## src/rtl/dma_req_splitter.sv

```systemverilog
// dma_req_splitter
//   Accepts byte-range DMA requests and splits each into chunk commands that
//   never cross an XFER_SIZE-aligned boundary. Issue is throttled by a count
//   of chunks that are still waiting for a completion.
//
// Ports
//   aclk, aresetn          clock, async active-low reset
//   s_req_*                request in (valid/ready, addr, len, ctl, vfid)
//   m_cmd_*                chunk command out (valid/ready, addr, len, ctl)
//   cpl_valid              one pulse per completed chunk
//   outstanding            chunks issued and not yet completed
//   busy                   request in progress or completions pending
//
// state | meaning
// ------+---------------------------------------------------------
// IDLE  | waiting for a request; s_req_ready high once out of reset
// ISSUE | emitting chunks of the latched request
//
// XFER_SIZE must be a power of two in the range 64 .. 2^27 so that a full
// chunk still fits the 28-bit length field.
module dma_req_splitter #(
  parameter int unsigned XFER_SIZE       = 4096,
  parameter int unsigned MAX_OUTSTANDING = 8,
  localparam int unsigned OUTW           = $clog2(MAX_OUTSTANDING + 1)
) (
  input  logic            aclk,
  input  logic            aresetn,
  input  logic            s_req_valid,
  output logic            s_req_ready,
  input  logic [63:0]     s_req_addr,
  input  logic [27:0]     s_req_len,
  input  logic            s_req_ctl,
  input  logic [3:0]      s_req_vfid,
  output logic            m_cmd_valid,
  input  logic            m_cmd_ready,
  output logic [63:0]     m_cmd_addr,
  output logic [27:0]     m_cmd_len,
  output logic [15:0]     m_cmd_ctl,
  input  logic            cpl_valid,
  output logic [OUTW-1:0] outstanding,
  output logic            busy
);

  localparam int unsigned OFFW = $clog2(XFER_SIZE);

  typedef enum logic {IDLE = 1'b0, ISSUE = 1'b1} state_e;

  state_e            state_q, state_d;
  logic              ready_en_q, ready_en_d;
  logic [63:0]       cur_addr_q, cur_addr_d;
  logic [27:0]       rem_len_q, rem_len_d;
  logic              ctl_q, ctl_d;
  logic [3:0]        vfid_q, vfid_d;
  logic [OUTW-1:0]   outstanding_q, outstanding_d;

  logic [OFFW-1:0]   addr_off;
  logic [OFFW:0]     room;
  logic [27:0]       room_len;
  logic [27:0]       chunk_len;
  logic              last_chunk;
  logic              out_full;
  logic              req_hs;
  logic              cmd_hs;
  logic              cpl_eff;

  // Chunk geometry comes only from registered state, so m_cmd_* holds
  // steady under backpressure without extra capture registers.
  assign addr_off   = cur_addr_q[OFFW-1:0];
  assign room       = (OFFW + 1)'(XFER_SIZE) - {1'b0, addr_off};
  assign room_len   = 28'(room);
  assign chunk_len  = (rem_len_q < room_len) ? rem_len_q : room_len;
  assign last_chunk = (chunk_len == rem_len_q);
  assign out_full   = (outstanding_q == OUTW'(MAX_OUTSTANDING));
  assign req_hs     = s_req_valid & s_req_ready;
  assign cmd_hs     = m_cmd_valid & m_cmd_ready;
  // A completion with nothing in flight is stale and ignored.
  assign cpl_eff    = cpl_valid & (outstanding_q != '0);

  always_ff @(posedge aclk or negedge aresetn) begin
    if (!aresetn) begin
      state_q       <= IDLE;
      ready_en_q    <= 1'b0;
      cur_addr_q    <= '0;
      rem_len_q     <= '0;
      ctl_q         <= 1'b0;
      vfid_q        <= '0;
      outstanding_q <= '0;
    end else begin
      state_q       <= state_d;
      ready_en_q    <= ready_en_d;
      cur_addr_q    <= cur_addr_d;
      rem_len_q     <= rem_len_d;
      ctl_q         <= ctl_d;
      vfid_q        <= vfid_d;
      outstanding_q <= outstanding_d;
    end
  end

  always_comb begin
    state_d    = state_q;
    ready_en_d = 1'b1;
    cur_addr_d = cur_addr_q;
    rem_len_d  = rem_len_q;
    ctl_d      = ctl_q;
    vfid_d     = vfid_q;
    case (state_q)
      IDLE: begin
        if (req_hs) begin
          cur_addr_d = s_req_addr;
          rem_len_d  = s_req_len;
          ctl_d      = s_req_ctl;
          vfid_d     = s_req_vfid;
          // Zero-length requests are consumed and dropped.
          if (s_req_len != '0) state_d = ISSUE;
        end
      end
      ISSUE: begin
        if (cmd_hs) begin
          cur_addr_d = cur_addr_q + 64'(chunk_len);
          rem_len_d  = rem_len_q - chunk_len;
          if (last_chunk) state_d = IDLE;
        end
      end
      default: state_d = IDLE;
    endcase

    outstanding_d = outstanding_q;
    if (cmd_hs && !cpl_eff) begin
      outstanding_d = outstanding_q + OUTW'(1);
    end else if (!cmd_hs && cpl_eff) begin
      outstanding_d = outstanding_q - OUTW'(1);
    end
  end

  always_comb begin
    s_req_ready = ready_en_q && (state_q == IDLE);
    m_cmd_valid = (state_q == ISSUE) && !out_full;
    m_cmd_addr  = cur_addr_q;
    m_cmd_len   = chunk_len;
    m_cmd_ctl   = {8'h00, vfid_q, 3'b000, last_chunk & ctl_q};
    outstanding = outstanding_q;
    busy        = (state_q != IDLE) || (outstanding_q != '0);
  end

endmodule
```

## config.mk

```make
export PLATFORM = sky130hd
export DESIGN_NAME = dma_req_splitter
export DESIGN_NICKNAME = d
export VERILOG_FILES = /design/src/rtl/dma_req_splitter.sv
export SDC_FILE = /design/constraint.sdc
export NUM_CORES = 1
export LEC_CHECK = 0
export BUFFER_PORTS_ARGS = -buffer_cell sky130_fd_sc_hd__buf_2
export CAP_MARGIN = 0
export CORE_MARGIN = 2
export CORE_UTILIZATION = 28
export DETAILED_ROUTE_END_ITERATION = 6
export GPL_ROUTABILITY_DRIVEN = 0
export PLACE_DENSITY = 0.49
export SLEW_MARGIN = 10
export SYNTH_ARGS = -nofsm -noshare
export SYNTH_HDL_FRONTEND = slang
export SYNTH_SLANG_ARGS = --single-unit
export TNS_END_PERCENT = 100
```

## constraint.sdc

```tcl
create_clock -name aclk -period 8.9 [get_ports aclk]
set_input_delay 2.225 -clock aclk [delete_from_list [all_inputs] [get_ports aclk]]
set_output_delay 2.225 -clock aclk [all_outputs]
set_load 0.01 [all_outputs]
```

==> load_flow_metrics.sql <==
INSERT INTO impl_metrics (metric_group, metric, value, unit) VALUES
('drt', 'wl_per_cell', '18.25', 'µm'),
('drt', 'first_pass_iters', '5', ''),
('clock_network', 'cts_inserted_buffers', '9', ''),
('worst_setup_path', 'worst_path_largest_cell_delay', '750', 'ps'),
('synthesis', 'synth_seq_cells', '103', ''),
('floorplanning', 'die_w', '183.1', 'µm'),
('worst_setup_path', 'arrival', '5680', 'ps'),
('timing', 'final_period_minus_worst_setup_slack', '7910', 'ps'),
('global_route', 'globalRoute.totalOverflow', '0', ''),
('synthesis', 'post-synth-top-area-fraction', '0.2869', ''),
('global_route', 'number_of_antenna_violations_at_the_first_check_in_global_routing', '1', ''),
('worst_setup_path', 'timing.critical_path.fanout_max', '14', ''),
('timing', 'worst-slew-pin-transition', '1763', 'ps'),
('floorplanning', 'std_cell_rows', '65', ''),
('power_and_ir_drop', 'total_power', '3.882', 'mW'),
('floorplanning', 'fp.dieArea', '0.03353', 'mm²'),
('clock_network', 'cts-hold-fix-buffers', '0', ''),
('flow_run', 'max_cap_violations', '0', ''),
('place', 'dp_worst_setup_slack', '1369', 'ps'),
('worst_setup_path', 'worstSetupStartpointType', 'register', ''),
('clock_network', 'postCtsResizedCells', '0', ''),
('timing', 'min_period_over_period', '0.8888', ''),
('drt', 'first_iter_violations', '568', ''),
('global_route', 'grt_use_total', '0.1796', ''),
('clock_network', 'clock_insertion_delay_worst_skew', '370', 'ps'),
('global_route', 'grt_first_pass_wirelength', '47800', 'µm'),
('clock_network', 'tritoncts_num_sinks', '103', ''),
('synthesis', 'post-synth-top-count-cell', 'nand2_1', ''),
('clock_network', 'clk_transition_reported_paths', '80', 'ps'),
('synthesis', 'synthArstFlopShare', '1.000', ''),
('worst_hold_path', 'timing.hold.worst.class', 'register to register', ''),
('clock_network', 'cts_post_setup_buffers_inserted', '0', ''),
('worst_setup_path', 'cp_data_required_time', '6680', 'ps'),
('cells_and_area', 'drive_above_1_share', '0.2040', ''),
('synthesis', 'synth.yosys.seq_area_share', '0.2869', ''),
('place', 'dp_cells', '1641', ''),
('timing', 'final.setup_skew', '13.28', 'ps'),
('timing', 'final.setup.tns', '0', 'ps'),
('synthesis', 'syn-cell-area', '0.008984', 'mm²'),
('run_status', 'failed_checks', 'slew limit', ''),
('worst_setup_path', 'crit_slowest_cell', 'a311oi_4', ''),
('floorplanning', 'initial_core_util', '0.2847', ''),
('floorplanning', 'die_h', '183.1', 'µm'),
('clock_network', 'cts_root_buffer', 'clkbuf_16', ''),
('synthesis', 'yosys-top-cells-area', 'dfrtp_1, ha_1, a21oi_1', ''),
('power_and_ir_drop', 'p_leak', '4.715', 'nW'),
('synthesis', 'syn_area_per_cell', '8.287', 'µm²'),
('timing', 'timing.slew.headroom', '-0.1755', ''),
('timing', 'timing_hold_violations_final', '0', ''),
('clock_network', 'cts.path.max_buffers', '2', ''),
('clock_network', 'cts-htree-levels', '3', ''),
('timing', 'layout_setup_ws', '990.1', 'ps'),
('synthesis', 'synth_top_cells_by_count', 'nand2_1, a21oi_1, dfrtp_1', ''),
('cells_and_area', 'finish.cell_count_without_fillers', '1658', ''),
('drt', 'postRouteWirelength', '30260', 'µm'),
('cells_and_area', 'finish.utilization', '0.3323', ''),
('synthesis', 'yosys_warnings', '0', ''),
('drt', 'remaining_design_rule_violation_count', '0', ''),
('worst_setup_path', 'critical_path.cell_chain', 'inv_1, ha_1, inv_1, or4_1, nor3_1, xnor2_1, inv_1, ha_1, nor3_1, o21ai_0, a41o_1, a311oi_4, buf_4, mux2i_1, ha_1, nand4_1, or4_1, nor2_1, buf_2', ''),
('synthesis', 'yosys_most_used_dff', 'dfrtp_1', ''),
('floorplanning', 'design.portCount', '217', ''),
('timing', 'setup_violations', '0', ''),
('run_status', 'run_status', 'finished with violations', ''),
('floorplanning', 'coreArea', '0.03156', 'mm²'),
('timing', 'maximum_clock_frequency', '0.1264', 'GHz'),
('global_route', 'number_of_global_route_vias_before_repair', '8469', ''),
('place', 'post-dp-hpwl', '22040', 'µm'),
('drt', 'post_drt_via_cell_ratio', '5.230', ''),
('worst_hold_path', 'min-delay-start', 'vfid_q[3]', ''),
('timing', 'rsz0062_at_grt', 'no', ''),
('timing', 'maxSlewViolCount', '13', '');
[worst paths after layout]
| check | depth (start not counted) | to |
|---|---|---|
| max | 19 | m_cmd_ctl[0] |
| min | 2 | vfid_q[3] |
| max reg2reg | 25 | m_cmd_addr[62] |
| min reg2reg | 2 | vfid_q[3] |
| max in group asynchronous | 2 | state_q |
| min in group asynchronous | 1 | m_cmd_addr[33] |
[where the power goes]
group,total (mW),switching [mW],internal (mW)
Clock,0.401,0.209,0.192
Combinational,2.57,1.47,1.09
Sequential,0.915,0.254,0.661
[cell type report]
cell class              instances  area [µm²]
repair buffers                199        1021
well taps                     402       503.0
inverters                      40       150.1
multi-input cells             897        5954
flip-flops and latches        103        2581
clock inverters                 6       45.04
clock buffers                  10       229.0
fillers                      3445       21070
diodes                          1       2.502
[sequential cells by signal (all words and copies together), names as in the netlist]
register,flops
state_q,1
rem_len_q,28
m_cmd_addr,64
ready_en_q,1
ctl_q,1
outstanding,4
vfid_q,4
[per-stage QoR]
step                      hold WS [ps]  instance area [µm²]
after global routing             516.8                10480
after global placement           454.0                10210
after detailed placement         464.6                10210
after CTS                        486.0                10480
final                            478.7                10490
after floorplan                  447.8                 9134
[worst max-delay path: cells and delay by family (launching register included)]
family / cells / cell delay (ps)
xor gates and xnor gates: 1 / 200
AOI/OAI and AO/OA: 3 / 1090
adders and majority gates: 3 / 620
and+or+nand+nor: 6 / 1690
DFF: 1 / 450
muxes: 1 / 460
buffers and inverters: 5 / 800
[per-layer routing]
layer | routed length [µm] | vias up | share of wire | GRT usage
met2 | 13580 | 234 | 0.45 | 0.2877
met1 | 14770 | 4127 | 0.49 | 0.2523
met3 | 1554 | 21 | 0.051 | 0.03495
li1 | - | 4287 | - | -
met5 | 14 | - | 0.00046 | 0
met4 | 337 | 2 | 0.011 | 0.03456
[cell families (layout without fill, tap and decap cells)]
| group | count (synthesis) | in the layout | synth area share |
|---|---|---|---|
| adders and majority gates | 60 | 60 | 0.08607 |
| other | 2 | 43 | 0.0008360 |
| AOI/OAI and AO/OA | 340 | 340 | 0.2522 |
| xor gates and xnor gates | 42 | 42 | 0.04095 |
| DFF | 103 | 103 | 0.2869 |
| muxes | 58 | 58 | 0.06936 |
| buffers and inverters | 124 | 255 | 0.06852 |
| and+or+nand+nor | 355 | 355 | 0.1951 |
[cells in the final DEF (no fill, tap or decap), types with 39 or more instances in the layout]
master | netlist | final
buf_2 | 6 | 189
nand2_1 | 108 | 106
a21oi_1 | 106 | 106
dfrtp_1 | 103 | 102
nor2_1 | 69 | 68
o21ai_0 | 59 | 59
ha_1 | 57 | 57
mux2i_1 | 45 | 45
conb_1 | 2 | 42
inv_1 | 39 | 39
No activity file was read; power rests on OpenSTA's default activity.
